File: src/rtl/cpu_sequencer.sv
// Multi-cycle control sequencer: IDLE/FETCH/DECODE/EXEC/MEM/WB.
// Optional retired-instruction counter enabled by SEQ_PERF_CNT_EN.
module cpu_sequencer #(
    parameter int CNT_W = 16
) (
    input  logic             clk,
    input  logic             rst,
    input  logic             run,
    input  logic [3:0]       op,
    input  logic             zero,
    input  logic             imem_ready,
    input  logic             dmem_ready,
    output logic             imem_req,
    output logic             ir_we,
    output logic             dmem_req,
    output logic             dmem_we,
    output logic             reg_we,
    output logic             m2reg,
    output logic             pc_we,
    output logic             busy,
    output logic [1:0]       pc_src,
    output logic [2:0]       state,
    output logic [CNT_W-1:0] instr_cnt
);

    typedef enum logic [2:0] {
        IDLE   = 3'b000,
        FETCH  = 3'b001,
        DECODE = 3'b010,
        EXEC   = 3'b011,
        MEM    = 3'b100,
        WB     = 3'b101
    } state_t;

    localparam logic [1:0] SRC_SEQ = 2'b00;
    localparam logic [1:0] SRC_REL = 2'b01;
    localparam logic [1:0] SRC_REG = 2'b10;

    state_t cur;
    state_t nxt;
    logic   retire;

    logic is_branch;
    logic is_mem;
    logic is_load;
    logic is_store;

    assign is_branch = (op[3:1] == 3'b001);
    assign is_mem    = (op[3:2] == 2'b01);
    assign is_load   = is_mem & ~op[1];
    assign is_store  = is_mem & op[1];

    always_ff @(posedge clk or posedge rst) begin
        if (rst) begin
            cur <= IDLE;
        end else begin
            cur <= nxt;
        end
    end

    always_comb begin
        nxt      = cur;
        retire   = 1'b0;
        imem_req = 1'b0;
        ir_we    = 1'b0;
        dmem_req = 1'b0;
        dmem_we  = 1'b0;
        reg_we   = 1'b0;
        m2reg    = 1'b0;
        pc_we    = 1'b0;
        pc_src   = SRC_SEQ;
        case (cur)
            IDLE: begin
                if (run) begin
                    nxt = FETCH;
                end
            end
            FETCH: begin
                imem_req = 1'b1;
                if (imem_ready) begin
                    ir_we = 1'b1;
                    nxt   = DECODE;
                end
            end
            DECODE: begin
                nxt = EXEC;
            end
            EXEC: begin
                unique case (1'b1)
                    is_branch: begin
                        pc_we  = 1'b1;
                        pc_src = zero ? SRC_SEQ : SRC_REL;
                        retire = 1'b1;
                    end
                    is_mem: begin
                        nxt = MEM;
                    end
                    default: begin
                        nxt = WB;
                    end
                endcase
            end
            MEM: begin
                dmem_req = 1'b1;
                dmem_we  = op[1];
                if (dmem_ready) begin
                    if (is_store) begin
                        pc_we  = 1'b1;
                        retire = 1'b1;
                    end else begin
                        nxt = WB;
                    end
                end
            end
            WB: begin
                reg_we = 1'b1;
                pc_we  = 1'b1;
                m2reg  = is_load;
                retire = 1'b1;
                unique case (1'b1)
                    (op == 4'b0000): pc_src = SRC_REL;
                    (op == 4'b0001): pc_src = SRC_REG;
                    default:         pc_src = SRC_SEQ;
                endcase
            end
            default: begin
                nxt = IDLE;
            end
        endcase
        // A retiring instruction always completes; run only picks what follows.
        if (retire) begin
            nxt = run ? FETCH : IDLE;
        end
    end

    assign busy  = (cur != IDLE);
    assign state = cur;

`ifdef SEQ_PERF_CNT_EN
    logic [CNT_W-1:0] cnt_q;

    always_ff @(posedge clk or posedge rst) begin
        if (rst) begin
            cnt_q <= '0;
        end else if (retire) begin
            cnt_q <= cnt_q + CNT_W'(1);
        end
    end

    assign instr_cnt = cnt_q;
`else
    assign instr_cnt = '0;
`endif

endmodule

File: config.mk
export PLATFORM = sky130hd
export DESIGN_NAME = cpu_sequencer
export DESIGN_NICKNAME = d
export VERILOG_FILES = /design/src/rtl/cpu_sequencer.sv
export SDC_FILE = /design/constraint.sdc
export NUM_CORES = 1
export LEC_CHECK = 0
export ABC_CLOCK_PERIOD_IN_PS = 1900
export CORE_AREA = 8 8 45 47
export CTS_CLUSTER_SIZE = 10
export DETAILED_ROUTE_END_ITERATION = 16
export DIE_AREA = 0 0 53 55
export DONT_BUFFER_PORTS = 1
export GPL_TIMING_DRIVEN = 0
export SYNTH_ARGS = -nofsm -noshare
export SYNTH_HDL_FRONTEND = slang
export SYNTH_SLANG_ARGS = --single-unit
File: constraint.sdc
create_clock -name clk -period 1.9 [get_ports clk]
set_clock_uncertainty 0.05 [all_clocks]
set_input_delay 0.095 -clock clk [delete_from_list [all_inputs] [get_ports clk]]
set_output_delay 0.095 -clock clk [all_outputs]
set_load 0.05 [all_outputs]
==> results of run 1 <==
## area by class of cell
class | count | area share, %
tap | 16 | 2.968
clock buffer | 4 | 3.896
timing repair buffer | 6 | 7.421
inverter | 5 | 2.783
sequential | 3 | 11.69
buffer | 18 | 21.15
multi-input combinational | 47 | 50.09
## layer usage
layer | share of wire (%) | vias up
li1 | - | 209
met1 | 29 | 175
met2 | 50 | 30
met3 | 20 | 0
met4 | 0 | 0
met5 | 0 | -
## worst reg2reg max path: stages (launching register included)
cell and delay, ns:
dfrtp_2 0.51, buf_6 0.17, buf_4 0.13, nor3b_2 0.74, a21oi_1 0.07, nor2_1 0.14
## worst min-delay path by stage
| stage | startpoint | end | cells past startpoint |
|---|---|---|---|
| global route | imem_ready | state[0] | 3 |
| floorplan | rst | state[2] | 1 |
| finish | imem_ready | state[0] | 3 |
| CTS | imem_ready | state[0] | 3 |
| global placement | rst | state[2] | 1 |
| detailed placement | rst | state[2] | 1 |
## cell usage in the layout (no fill, tap or decap), types with 2 or more instances in the layout
cell           count
a21oi_1            2
and2_2             2
and3_2             2
buf_4             20
buf_6              2
clkbuf_4           3
conb_1            16
dfrtp_2            3
dlygate4sd3_1      2
inv_1              5
mux2i_1            2
nand2_2            2
nand3_4            2
nor2_1             3
## cells by family after synthesis
family	Yosys count
compound gates	6
xor+xnor	1
buf+inv	23
flops	3
mux	3
other cells	1
simple gates	21
## power by group
| part | total (uW) | switching, uW | internal, uW | leakage, uW |
|---|---|---|---|---|
| Clock | 115 | 36.0 | 78.9 | 0.0000150 |
| Sequential | 245 | 147 | 98.8 | 0.0000344 |
| Combinational | 741 | 462 | 278 | 0.000308 |
| Total | 1100 | 645 | 456 | 0.000358 |
## metrics by stage
stage	setup WS (ns)	cell area, um2	total power, uW	utilization, %
final	-0.02950	674.4	1101	48.73
after global placement	-0.1211	556.8	898.6	40.24
after global routing	-0.1221	674.4	1162	48.73
after CTS	-0.06750	616.8	1032	44.57
after detailed placement	-0.1187	556.8	900.2	40.24
after floorplan	0.02520	536.8	836.1	-
## what timing repair did
| item | 4_1_cts | 5_1_grt |
|---|---|---|
| hold endpoints to repair | 4 | 0 |
| buffers inserted | 0 | 4 |
| resized for setup | 5 | 7 |
| hold buffers | 2 | 0 |
| setup endpoints to repair | 10 | 6 |
| pin swaps | 1 | 3 |
==> flow_metrics.env, run 1 <==
export IMPL_dieHeight_um=55
export IMPL_synth_seq_cells=3
export IMPL_irDropWorstVdd_v=0.0005831
export IMPL_synth_compound_area_share_pct=8.919
export IMPL_tns_ns=-0.05797
export IMPL_first_global_vias=389
export IMPL_synth_fa_ha_area_share_pct=0
export IMPL_top_usage_layer="met2"
export IMPL_async_flop_share_pct=100.0
export IMPL_met2_usage_pct=13.48
export IMPL_initial_core_util_pct=33.45
export IMPL_synth_most_common_cell="buf_4"
export IMPL_yosys_area_top_type="buf_4"
export IMPL_drtIter0Drc=8
export IMPL_tightest_slew_ns=0.8994
export IMPL_h_tree_depth=1
export IMPL_grt_pass1_wl_mm=1.807
export IMPL_setup_viol=2
export IMPL_path_buf_inv=2
export IMPL_ios=39
export IMPL_register_area_um2=78.83
export IMPL_rsz0062_at_grt="yes"
export IMPL_largest_reg_flops=3
export IMPL_antennaDiodeCount=0
export IMPL_vias=414
export IMPL_required_ns=1.75
export IMPL_wl_per_cell_um=12.77
export IMPL_dp_cells=89
export IMPL_crit_slowest_cell="nor3b_2"
export IMPL_synth_ff_type="dfrtp_1"
export IMPL_r2r_setup_slack_ns=0.02
export IMPL_core_um2=1384
export IMPL_synth_xor_area_share_pct=1.892
export IMPL_rows=14
export IMPL_area_growth_syn_to_layout_pct=45.68
export IMPL_fin_ws_ns=-0.02950
export IMPL_worst_path_stages=3
export IMPL_yosysSeqAreaShare_pct=16.22
export IMPL_overflow=0
export IMPL_grt_max_degree=11
export IMPL_relSlewSlack_pct=39.78
export IMPL_cp_max_fo=5
export IMPL_cp_startpoint="state[1]"
export IMPL_die_w_um=53
export IMPL_io_buffers=0
export IMPL_clock_root_buffer="clkbuf_4"
export IMPL_cp_slowest_stage_delay_ns=0.74
export IMPL_hold_viol=0
export IMPL_use_met1_pct=6.545
export IMPL_cts_tree="done"
export IMPL_multi_input_area_um2=337.8
export IMPL_p_leak_uw=0.0003575
export IMPL_clk_latency_ns=0.24
export IMPL_ys_top_cells_by_count="16 x buf_4, 5 x inv_1, 4 x nor2_1"
export IMPL_final_cells=99
export IMPL_yosys_warnings=0
export IMPL_clk_pin_slew_ns=0.04
export IMPL_cp_top_family="simple AND/OR/NAND/NOR gates"
export IMPL_rr_endpoint="state[2]"
export IMPL_grtUsageMet3_pct=7.219
export IMPL_ctsLongestPathBuffers=2
export IMPL_crit_type="reg2out"
export IMPL_dr_pass1_iters=4
export IMPL_post_synth_top_area_fraction_pct=25.95
export IMPL_die_area_um2=2915
export IMPL_avgSynthCellArea_um2=7.982
export IMPL_slew_viol_final=0
export IMPL_min_path_type="in2reg"
export IMPL_drv_cap=0
export IMPL_yosysUniqueCellTypes=27
export IMPL_antenna_found_initial=0
export IMPL_yosys_top_cells_area="buf_4 26%, dfrtp_1 16%, buf_6 4.9%"
export IMPL_cp_endpoint="dmem_req"
export IMPL_drc_errors=0
export IMPL_syn_instance_count=58
export IMPL_synth_simple_gate_area_share_pct=29.73
export IMPL_ant_nets=0
export IMPL_vias_per_cell=4.182
export IMPL_r2r_cells=5
export IMPL_hold_slack_ns=0.05928
export IMPL_dp_hpwl_mm=1.004
export IMPL_synth_top_family_by_area="buffers and inverters"
export IMPL_status="complete, but fails checks"
export IMPL_powerDensity_nw_per_um2=1632
export IMPL_fillerInstances=140
export IMPL_drive_above_1_share_pct=53.01
export IMPL_synthMuxAreaShare_pct=7.568
export IMPL_grtUsageTotal_pct=8.420
export IMPL_period_share_pct=101.6
export IMPL_gp_congestion=0.7491
export IMPL_clock_sinks=3
export IMPL_cts_inserted_buffers=3
export IMPL_fin_nets=94
export IMPL_clock_fmax_ghz=0.5183
export IMPL_synth_edf_count=0
export IMPL_cp_start_kind="flip-flop"
export IMPL_syn_cell_area_um2=462.9
export IMPL_crit_chain="buf_6 -> buf_4 -> nor3b_2"
export IMPL_cp_end_kind="output pin"
export IMPL_reg2reg_from="state[1]"
export IMPL_cp_data_arrival_time_ns=1.78
export IMPL_layout_min_cycle_time_ns=1.929
export IMPL_violations="setup timing"
export IMPL_wirelength_mm=1.264
(Power assumes the default switching activity.)
==> inputs of run 2 (changes only) <==
--- a/config.mk
+++ b/config.mk
@@ -12,6 +12,7 @@
 export DIE_AREA = 0 0 53 55
 export DONT_BUFFER_PORTS = 1
 export GPL_TIMING_DRIVEN = 0
+export SETUP_SLACK_MARGIN = 0.02
 export SYNTH_ARGS = -nofsm -noshare
 export SYNTH_HDL_FRONTEND = slang
 export SYNTH_SLANG_ARGS = --single-unit
==> run 2 against run 1 <==
Compared with the run above: critical endpoint unchanged; count of clock-buffer cells in the layout unchanged; non-clock buffer count rose by 1; first-iteration DRC count is 13% higher; the flow still finishes with violations (setup timing); sequential share of layout area fell by 0.13 points.
==> flow_metrics.env, run 2 (synthesized netlist as in run 1, its figures left out) <==
export IMPL_period_share_pct=101.6
export IMPL_relSlewSlack_pct=39.43
export IMPL_required_ns=1.75
export IMPL_gp_congestion=0.7491
export IMPL_dr_pass1_iters=4
export IMPL_cp_end_kind="output pin"
export IMPL_wirelength_mm=1.261
export IMPL_drc_errors=0
export IMPL_cp_max_fo=5
export IMPL_largest_reg_flops=3
export IMPL_clock_fmax_ghz=0.5179
export IMPL_die_w_um=53
export IMPL_antenna_found_initial=0
export IMPL_tightest_slew_ns=0.9046
export IMPL_top_layer_used="met4"
export IMPL_fin_total_pwr_uw=1116
export IMPL_initial_core_util_pct=33.45
export IMPL_cp_start_kind="flip-flop"
export IMPL_r2r_cells=5
export IMPL_dp_cells=89
export IMPL_dpl_instance_area_um2=556.8
export IMPL_fin_nets=95
export IMPL_tns_ns=-0.05253
export IMPL_cp_slowest_stage_delay_ns=0.74
export IMPL_grt_pass1_wl_mm=1.807
export IMPL_min_delay_path_depth=3
export IMPL_irDropWorstVdd_v=0.0005803
export IMPL_cp_data_arrival_time_ns=1.79
export IMPL_layout_min_cycle_time_ns=1.931
export IMPL_antennaDiodeCount=0
export IMPL_clock_root_buffer="clkbuf_4"
export IMPL_stdcell_area_um2=681.9
export IMPL_crit_chain="buf_6 -> buf_4 -> nor3b_2"
export IMPL_crit_type="reg2out"
export IMPL_core_um2=1384
export IMPL_drive_above_1_share_pct=53.57
export IMPL_clock_sinks=3
export IMPL_violations="setup timing"
export IMPL_die_area_um2=2915
export IMPL_powerDensity_nw_per_um2=1636
export IMPL_wl_met3_um=240
export IMPL_drv_cap=0
export IMPL_final_cells=100
export IMPL_h_tree_depth=1
export IMPL_fin_ws_ns=-0.03102
export IMPL_grtUsageTotal_pct=8.475
export IMPL_wl_met2_um=629
export IMPL_clk_latency_ns=0.24
export IMPL_status="complete, but fails checks"
export IMPL_rows=14
export IMPL_met1_length_um=373
export IMPL_cts_inserted_buffers=3
export IMPL_area_growth_syn_to_layout_pct=47.30
export IMPL_crit_slowest_cell="nor3b_2"
export IMPL_grt_max_degree=11
export IMPL_dieHeight_um=55
export IMPL_drtIter0Drc=9
export IMPL_dp_hpwl_mm=1.004
export IMPL_first_global_vias=387
export IMPL_place_ws_ns=-0.1187
export IMPL_vias=420
export IMPL_min_path_type="in2reg"
export IMPL_layout_common_cells="21 x buf_4, 16 x conb_1, 5 x inv_1"
export IMPL_clk_pin_slew_ns=0.04
export IMPL_setup_viol=2
export IMPL_hold_viol=0
export IMPL_overflow=0
export IMPL_ctsLongestPathBuffers=2
export IMPL_wl_per_cell_um=12.61
export IMPL_p_leak_uw=0.0003624
export IMPL_ios=39
export IMPL_mostFrequentLayoutCell="buf_4"
export IMPL_slew_viol_final=0
export IMPL_io_buffers=0
export IMPL_ant_nets=0
export IMPL_fillerInstances=138
export IMPL_cts_tree="done"
export IMPL_rsz0062_at_grt="yes"
export IMPL_vias_per_cell=4.200
-- run 2: changes by cell type in the layout (fill, tap and decap cells not counted) --
cell and delta:
buf_4 +1
-- run 2: final cells by class --
type	count	area, um2	area share [%]
Buffer	18	142.6	20.92
Clock buffer	4	26.28	3.853
Inverter	5	18.77	2.752
Multi-Input combinational cell	47	337.8	49.54
Sequential cell	3	78.83	11.56
Tap cell	16	20.02	2.936
Timing Repair Buffer	7	57.56	8.440
-- run 2: final timing paths --
path                                 start        to  slack (ns)
worst min-delay path            imem_ready  state[0]        0.06
worst max register to register    state[1]  state[2]        0.01
max in group asynchronous              rst  state[0]        1.52
worst max-delay path              state[1]  dmem_req       -0.03
min in group asynchronous              rst  state[1]        0.12
worst min register to register    state[2]  state[1]        0.80
-- run 2: report_power, final --
| group | switching, uW | internal [uW] |
|---|---|---|
| logic | 466 | 291 |
| registers | 146 | 98.8 |
| clock network | 34.6 | 78.8 |
| total | 647 | 469 |
-- run 2: stage by stage --
step | hold slack, ns | util [%]
after floorplan | -0.2015 | -
after global placement | -0.1958 | 40.24
after detailed placement | -0.1889 | 40.24
after CTS | 0.06630 | 44.57
after global routing | 0.08106 | 49.28
final | 0.06244 | 49.28
-- run 2: metal layers --
metal  track usage [%]  vias to the layer above
met1             6.849                      181
met5                 0                        -
met2             13.28                       24
met3             7.219                        2
li1                  -                      213
met4             6.466                        0
-- run 2: what timing repair did --
action / CTS / global route
resized for setup: 5 / 7
setup endpoints to repair: 10 / 10
setup buffers: 0 / 5
hold endpoints to repair: 4 / 0
pin swaps: 1 / 3
hold buffers: 2 / 0
-- run 2: critical path, delay by kind of cell (launching register included) --
kind,cells,cell delay [ns]
buffers and inverters,2,0.30
DFF,1,0.51
and+or+nand+nor,1,0.74
